==> src/rtl/game_flow_ctrl.sv <==
// game_flow_ctrl: lives/level sequencer gating the playfield, hit-flash pause and level banner
module game_flow_ctrl #(
  parameter int lives_init_p    = 3,
  parameter int lives_max_p     = 3,
  parameter int levels_p        = 8,
  parameter int flash_frames_p  = 60,
  parameter int flash_period_p  = 8,
  parameter int banner_frames_p = 90
) (
  input  logic       clk_i,
  input  logic       reset_ni,
  input  logic       frame_tick_i,
  input  logic       button_i,
  input  logic       hit_i,
  input  logic       level_clear_i,
  output logic       run_o,
  output logic       player_visible_o,
  output logic       level_load_o,
  output logic       level_beat_o,
  output logic       banner_o,
  output logic       game_over_o,
  output logic       game_won_o,
  output logic [1:0] lives_o,
  output logic [3:0] level_o,
  output logic [6:0] state_o
);
  localparam int tmax_lp = flash_frames_p > banner_frames_p ? flash_frames_p : banner_frames_p;
  localparam int tw_lp   = $clog2(tmax_lp);
  typedef enum logic [6:0] {
    IDLE       = 7'b0000001,
    PLAY       = 7'b0000010,
    HIT_FLASH  = 7'b0000100,
    HIT_WAIT   = 7'b0001000,
    LEVEL_DONE = 7'b0010000,
    GAME_OVER  = 7'b0100000,
    GAME_WON   = 7'b1000000
  } state_e;
  state_e           state_q, state_d;
  logic [tw_lp-1:0] timer_q, timer_d;
  logic [1:0]       lives_q, lives_d;
  logic [3:0]       level_q, level_d;
  logic [31:0]      phase;
  logic             button_q, btn_rise, load_d, beat_d, vis_d;
  logic             run_q, vis_q, load_q, beat_q, banner_q, over_q, won_q;
  assign btn_rise = button_i & ~button_q;
  always_comb begin
    state_d = state_q;
    lives_d = lives_q;
    level_d = level_q;
    load_d  = 1'b0;
    beat_d  = 1'b0;
    case (state_q)
      IDLE: if (btn_rise) begin
        state_d = PLAY;
        load_d  = 1'b1;
      end
      PLAY: if (hit_i) begin
        state_d = lives_q > 2'd1 ? HIT_FLASH : GAME_OVER;
        lives_d = lives_q > 2'd1 ? lives_q - 2'd1 : 2'd0;
      end else if (level_clear_i) begin
        beat_d  = 1'b1;
        state_d = level_q == 4'(levels_p) ? GAME_WON : LEVEL_DONE;
        if (level_q != 4'(levels_p) && !level_q[0] && lives_q < 2'(lives_max_p))
          lives_d = lives_q + 2'd1;
      end
      HIT_FLASH: if (frame_tick_i && timer_q == tw_lp'(flash_frames_p - 1)) state_d = HIT_WAIT;
      HIT_WAIT: if (btn_rise) state_d = PLAY;
      LEVEL_DONE: if (frame_tick_i && timer_q == tw_lp'(banner_frames_p - 1)) begin
        state_d = PLAY;
        level_d = level_q + 4'd1;
        load_d  = 1'b1;
      end
      GAME_OVER: if (btn_rise) begin
        state_d = PLAY;
        lives_d = 2'(lives_init_p);
        level_d = 4'd1;
        load_d  = 1'b1;
      end
      GAME_WON: state_d = GAME_WON;
      default: state_d = IDLE;
    endcase
    // timers restart on every state entry so each pause is measured from its own start
    timer_d = state_d != state_q ? '0
            : timer_q + tw_lp'(frame_tick_i && (state_q == HIT_FLASH || state_q == LEVEL_DONE));
    phase   = 32'(timer_d) / flash_period_p;
    vis_d   = state_d == HIT_FLASH ? phase[0]
            : state_d inside {PLAY, HIT_WAIT, LEVEL_DONE, GAME_WON};
  end
  always_ff @(posedge clk_i or negedge reset_ni) begin
    if (!reset_ni) begin
      state_q  <= IDLE;
      timer_q  <= '0;
      lives_q  <= 2'(lives_init_p);
      level_q  <= 4'd1;
      button_q <= 1'b1;
      run_q    <= 1'b0;
      vis_q    <= 1'b0;
      load_q   <= 1'b0;
      beat_q   <= 1'b0;
      banner_q <= 1'b0;
      over_q   <= 1'b0;
      won_q    <= 1'b0;
    end else begin
      state_q  <= state_d;
      timer_q  <= timer_d;
      lives_q  <= lives_d;
      level_q  <= level_d;
      button_q <= button_i;
      run_q    <= state_d == PLAY;
      vis_q    <= vis_d;
      load_q   <= load_d;
      beat_q   <= beat_d;
      banner_q <= state_d == LEVEL_DONE;
      over_q   <= state_d == GAME_OVER;
      won_q    <= state_d == GAME_WON;
    end
  end
  assign {run_o, player_visible_o, level_load_o, level_beat_o} = {run_q, vis_q, load_q, beat_q};
  assign {banner_o, game_over_o, game_won_o} = {banner_q, over_q, won_q};
  assign lives_o = lives_q;
  assign level_o = level_q;
  assign state_o = state_q;
endmodule
==> config.mk <==
export PLATFORM = sky130hd
export DESIGN_NAME = game_flow_ctrl
export DESIGN_NICKNAME = d
export VERILOG_FILES = /design/src/rtl/game_flow_ctrl.sv
export SDC_FILE = /design/constraint.sdc
export NUM_CORES = 1
export LEC_CHECK = 0
export ABC_AREA = 1
export CAP_MARGIN = 30
export CORE_MARGIN = 2
export CORE_UTILIZATION = 54
export DETAILED_ROUTE_END_ITERATION = 8
export GPL_TIMING_DRIVEN = 0
export PLACE_DENSITY = 0.8
export SLEW_MARGIN = 15
export SYNTH_ARGS = -nofsm -noshare
export SYNTH_HDL_FRONTEND = slang
export SYNTH_SLANG_ARGS = --single-unit
==> constraint.sdc <==
create_clock -name clk_i -period 2.6 [get_ports clk_i]
set_input_delay 0.52 -clock clk_i [delete_from_list [all_inputs] [get_ports clk_i]]
set_output_delay 0.52 -clock clk_i [all_outputs]
set_load 0.01 [all_outputs]
Word-level counts from Yosys, hierarchy flattened
Index checks and enable logic that the tools add are counted.

word-level totals
  memory bits (read-only) = 0
  input bits = 6
  output and inout bits = 20
  word-level logic and storage cells = 81
  memory bits (writable) = 0
  memories = 0
  register bits after elaboration = 28
  latch bits = 0

cells by class
  shift operators = 0
  $lt $le $gt $ge = 2
  eq/ne operators = 22
  multiplexer cells = 25
  add/subtract/negate cells = 4
  $mul = 0
  reduce and logical (&&, ||, !) cells = 14
  bitwise operators = 2
  divide/modulo/power cells = 0

operator list
  operator                                                          count
  7-bit 2-to-1 mux                                                  7
  7-bit one-hot mux with 5 select lines                             1
  7-bit by 6-bit == test with 1-bit output (second input constant)  3
  7-bit == test (second input constant)                             3
  7-bit by 2-bit == test with 1-bit output (second input constant)  2
  7-bit by 3-bit == test with 1-bit output (second input constant)  2
  7-bit by 4-bit == test with 1-bit output (second input constant)  2
  7-bit by 5-bit == test with 1-bit output (second input constant)  2
  2-bit 2-to-1 mux                                                  5
  4-bit 2-to-1 mux                                                  2
  4-bit one-hot mux with 2 select lines                             1
  7-bit by 1-bit adder with 7-bit output                            1
  7-bit by 1-bit == test with 1-bit output (second input constant)  1
  7-bit != test                                                     1
  1-bit 2-to-1 mux                                                  6
  6-bit 2-to-1 mux                                                  1
  3-bit != test (second input constant)                             2
  1-bit logical AND                                                 5
  4-bit by 1-bit adder with 4-bit output (second input constant)    1
  4-bit == test (second input constant)                             1
  2-bit != test (second input constant)                             2
  4-bit != test (second input constant)                             1
  2-bit one-hot mux with 2 select lines                             1
  4-bit AND reduction                                               1
  other kinds (14)                                                  15

Depth between registers and ports, before layout
  word-level depth = 8
  depth in mapped cells = 14
  depth with buffers taken out = 14

Worst setup path before layout
Ideal clock, no wire load.

  path kind = register -> register
  from = reg state_q[3], in the netlist state_o[3]
  to = reg timer_q[6]
  cell stages (with the launch flop) = 13
  buffers on the path = 0
  setup slack = 0.649 ns
  data required time = 2.480 ns
  clock period less this slack = 1.951 ns
  library setup time = 0.120 ns
  arrival = 1.831 ns
  path through = dfrtp_1 inv_2 nand2_4 nor2_4 nand2_2 a21boi_0 ha_1 ha_1 nand2_1 nor2_1 nand3_1 xor2_1 nor2_2

between the ends
  word-level cells in the longest chain between the ends = 5
  elaborated cells on any way between the ends = 19
  classes of those cells = add/sub: 1; eq/ne: 8; mux: 7; reduce/logical: 3

RTL lines
  what                                                                               line    text
  from (decl)                                                                        38      state_e state_q, state_d;
  from (signal assigned)                                                             104     state_q <= state_d;
  7-bit by 3-bit == test with 1-bit output, or another cell as far along             52, 84
  1-bit logical OR, or another cell as far along                                     84      : timer_q + tw_lp'(frame_tick_i && (state_q == HIT_FLASH || state_q == LEVEL_DONE));
  1-bit logical AND / 7-bit one-hot mux with 5 select lines (equally long branches)  84, 52
  7-bit by 1-bit adder with 7-bit output / 7-bit != test (equally long branches)     84, 83
  7-bit 2-to-1 mux *                                                                 83      timer_d = state_d != state_q ? '0
  net phase[3]                                                                       42      logic [31:0] phase;
  to (signal assigned)                                                               105     timer_q <= timer_d;
  to (decl)                                                                          39      logic [tw_lp-1:0] timer_q, timer_d;

The timed path passes the listed nets; every way through them passes the cells marked *.
A chain may end at the register's enable or synchronous reset.

Worst setup path in the final report
Ends and elaborated chain as after synthesis.

==> flow_summary.yaml <==
cts:
  cts_buffers: 3
  root_buffer: "clkbuf_4"
  path_clk_slew_ns: 0.15
  cts.path.max_buffers: 2
  cts_setup_buffers: 0
  htreeDepth: 1
  cts.repair.resized: 0
  cts_hold_buffers: 0
  cts_sinks: 28
  insertion_delay_ns: 0.33
  cts_tree: "yes"
critical_path:
  critPathArrivalTime_ns: 2.43
  worstPathRequired_ns: 2.84
  worstReg2RegEnd: "timer_q[6]$_DFF_PN0_"
  r2r.worst_path.cells: 12
  endpoint_kind: "flip-flop"
  reg2reg_from: "state_o[3]$_DFF_PN0_"
  cpPeakStageDelay_ns: 0.46
  critical_path.max_fanout: 5
  r2r_slack_ns: 0.41
  path_cells: "inv_2 > nand2_4 > nor2_4 > nand2_2 > a21boi_0 > ha_1 > ha_1 > nand2_1 > nor2_1 > nand3_1 > xor2_1 > nor2_2"
  start_kind: "flip-flop"
  cp_slowest_cell: "dfrtp_1"
  worst-path-buf-inv: 1
  criticalPathCategory: "flip-flop to flip-flop"
  cp_top_family: "simple AND/OR/NAND/NOR gates"
  crit_top_cell: "ha_1"
synthesis:
  yosysTopAreaCellShare: 0.330
  avgSynthCellArea_sq_um: 8.27
  synth_area_leader_cell: "dfrtp_1"
  ys_seq_area_frac: 0.405
  synth_cell_type_count: 32
  synth_area_sq_um: 1750
  synth_warnings: 0
  synth_seq_cells: 28
  syn-num-nets: 224
  synthesis.instances: 211
  synth_area_leaders: "dfrtp_1 (33%), nand2_1 (8.0%), dfstp_2 (7.5%)"
floorplan:
  num_rows: 20
  initial_utilization: 0.572
  die_x_um: 60.9
  ios: 26
  dieArea_sq_um: 3700
  die_h_um: 60.9
  core-area_sq_um: 3050
grt:
  grt_max_degree: 29
  grt.total_usage: 0.217
  antenna_found_initial: 0
  grt_pass1_wl_um: 5900
  overflow: 0
  grt_pass1_vias: 1345
power_and_ir_drop:
  total_power_mw: 1.55
  power_density_nw_per_um2: 743
  leakage_nw: 1.06
  ir_worst_vdd_mv: 0.283
outcome:
  status: "finished clean"
layout:
  multi_input_area_sq_um: 918
  layout_common_cells: "nand2_1 (37), clkdlybuf4s50_1 (24), nor2_1 (23), dfrtp_1 (23), inv_1 (20)"
  final_common_cell: "nand2_1"
  finish.utilization: 0.682
  layout.nets: 254
  syn2layout_area_growth_pct: 19.3
  drive_gt1_frac: 0.263
  antennaDiodeCount: 0
  fill_cells: 276
  regArea_sq_um: 707
timing:
  final_max_slew_viol_count: 0
  fin_skew_ns: 0.00910
  period_needed_ns: 2.19
  setup_tns_ns: 0
  worstMarginPinSlew_ns: 0.613
  finalSetupViolCount: 0
  fin_ws_ns: 0.408
  finalHoldViolCount: 0
  fin_worst_hold_slack_ns: 0.176
  timing.fmax_mhz: 456
  slew_headroom: 0.591
  rsz0062_at_grt: "no"
  post-route-period-util: 0.843
place:
  hpwl_um: 2620
  port_buffers: 25
  gp_congestion: 0.858
  pre_cts_slack_ns: 0.230
detailed_routing:
  drc_errors: 0
  routed_via_density: 4.90
  dr.pass1.iters: 4
  drt_iter0_drc: 50
  detail-route-antenna-nets: 0
  drt-total-wl_um: 3360
  wl_per_cell_um: 11.8
  vias: 1393
hold_path:
  hold_class: "input pin to async pin"
flow_run:
  max_cap_violations: 0
## per-stage QoR
stage	cells	instance area (sq um)
floorplan	211	1750
global placement	280	2050
detailed placement	280	2050
CTS	284	2080
global route	284	2080
finish	284	2080
## layout make-up
class	instances	area share
clock buffers	4	0.0174
multi-input cells	151	0.441
inverters	32	0.0577
repair buffers	25	0.118
well taps	44	0.0264
flip-flops and latches	28	0.340
## power breakdown
group | leakage, nW | switching, mW | internal, mW
Combinational | 0.665 | 0.461 | 0.304
Clock | 0.0210 | 0.127 | 0.0857
Sequential | 0.370 | 0.0547 | 0.514
## cell usage after synthesis (all sizes together)
library cell	count
and3	1
ha	7
dfrtp	23
a31oi	1
nand2	57
nand3	14
nor2	37
mux2i	1
o21a	1
xnor2	1
a21boi	2
nor4	1
nor3	5
o21ai	11
o22ai	1
nand4	3
dfstp	5
xor2	5
inv	32
a211oi	1
a21oi	2
## state kept, by name, indices dropped and copies added, names as in the netlist
| name | flops |
|---|---|
| level_load_o | 1 |
| player_visible_o | 1 |
| level_beat_o | 1 |
| lives_o | 2 |
| game_won_o | 1 |
| button_q | 1 |
| level_o | 4 |
| game_over_o | 1 |
| run_o | 1 |
| timer_q | 7 |
| banner_o | 1 |
| state_o | 7 |
## routing by layer
metal / vias up / wire length, um / track usage
met5: - / 0 / 0
met4: 0 / 51 / 0.0839
met3: 4 / 111 / 0.0213
met2: 29 / 1540 / 0.350
met1: 636 / 1660 / 0.302
li1: 724 / - / -
## cells by family after synthesis
group	share of synthesized area
simple gates	0.374
buf+inv	0.0688
flops	0.405
compound gates	0.0660
fa+ha+maj	0.0502
xor+xnor	0.0301
mux	0.00573
## how the worst max path moves through the flow
stage	startpoint	end	slack [ns]	cells after the start
finish	state_o[3]$_DFF_PN0_	timer_q[6]$_DFF_PN0_	0.41	12
global route	state_o[3]$_DFF_PN0_	timer_q[6]$_DFF_PN0_	0.15	12
CTS	state_o[3]$_DFF_PN0_	timer_q[6]$_DFF_PN0_	0.40	12
detailed placement	frame_tick_i	timer_q[6]$_DFF_PN0_	0.23	9
global placement	frame_tick_i	timer_q[6]$_DFF_PN0_	0.27	9
floorplan	state_o[3]$_DFF_PN0_	timer_q[6]$_DFF_PN0_	0.65	12
## worst register-to-register path, delay by kind of cell, from the launching register on
kind	cells	cell delay [ns]
AOI/OAI and AO/OA	1	0.21
xor gates and xnor gates	1	0.18
adders and majority gates	2	0.38
buffers and inverters	1	0.12
DFF	1	0.46
and+or+nand+nor	7	0.75
Power figures use the tool's default switching activity.
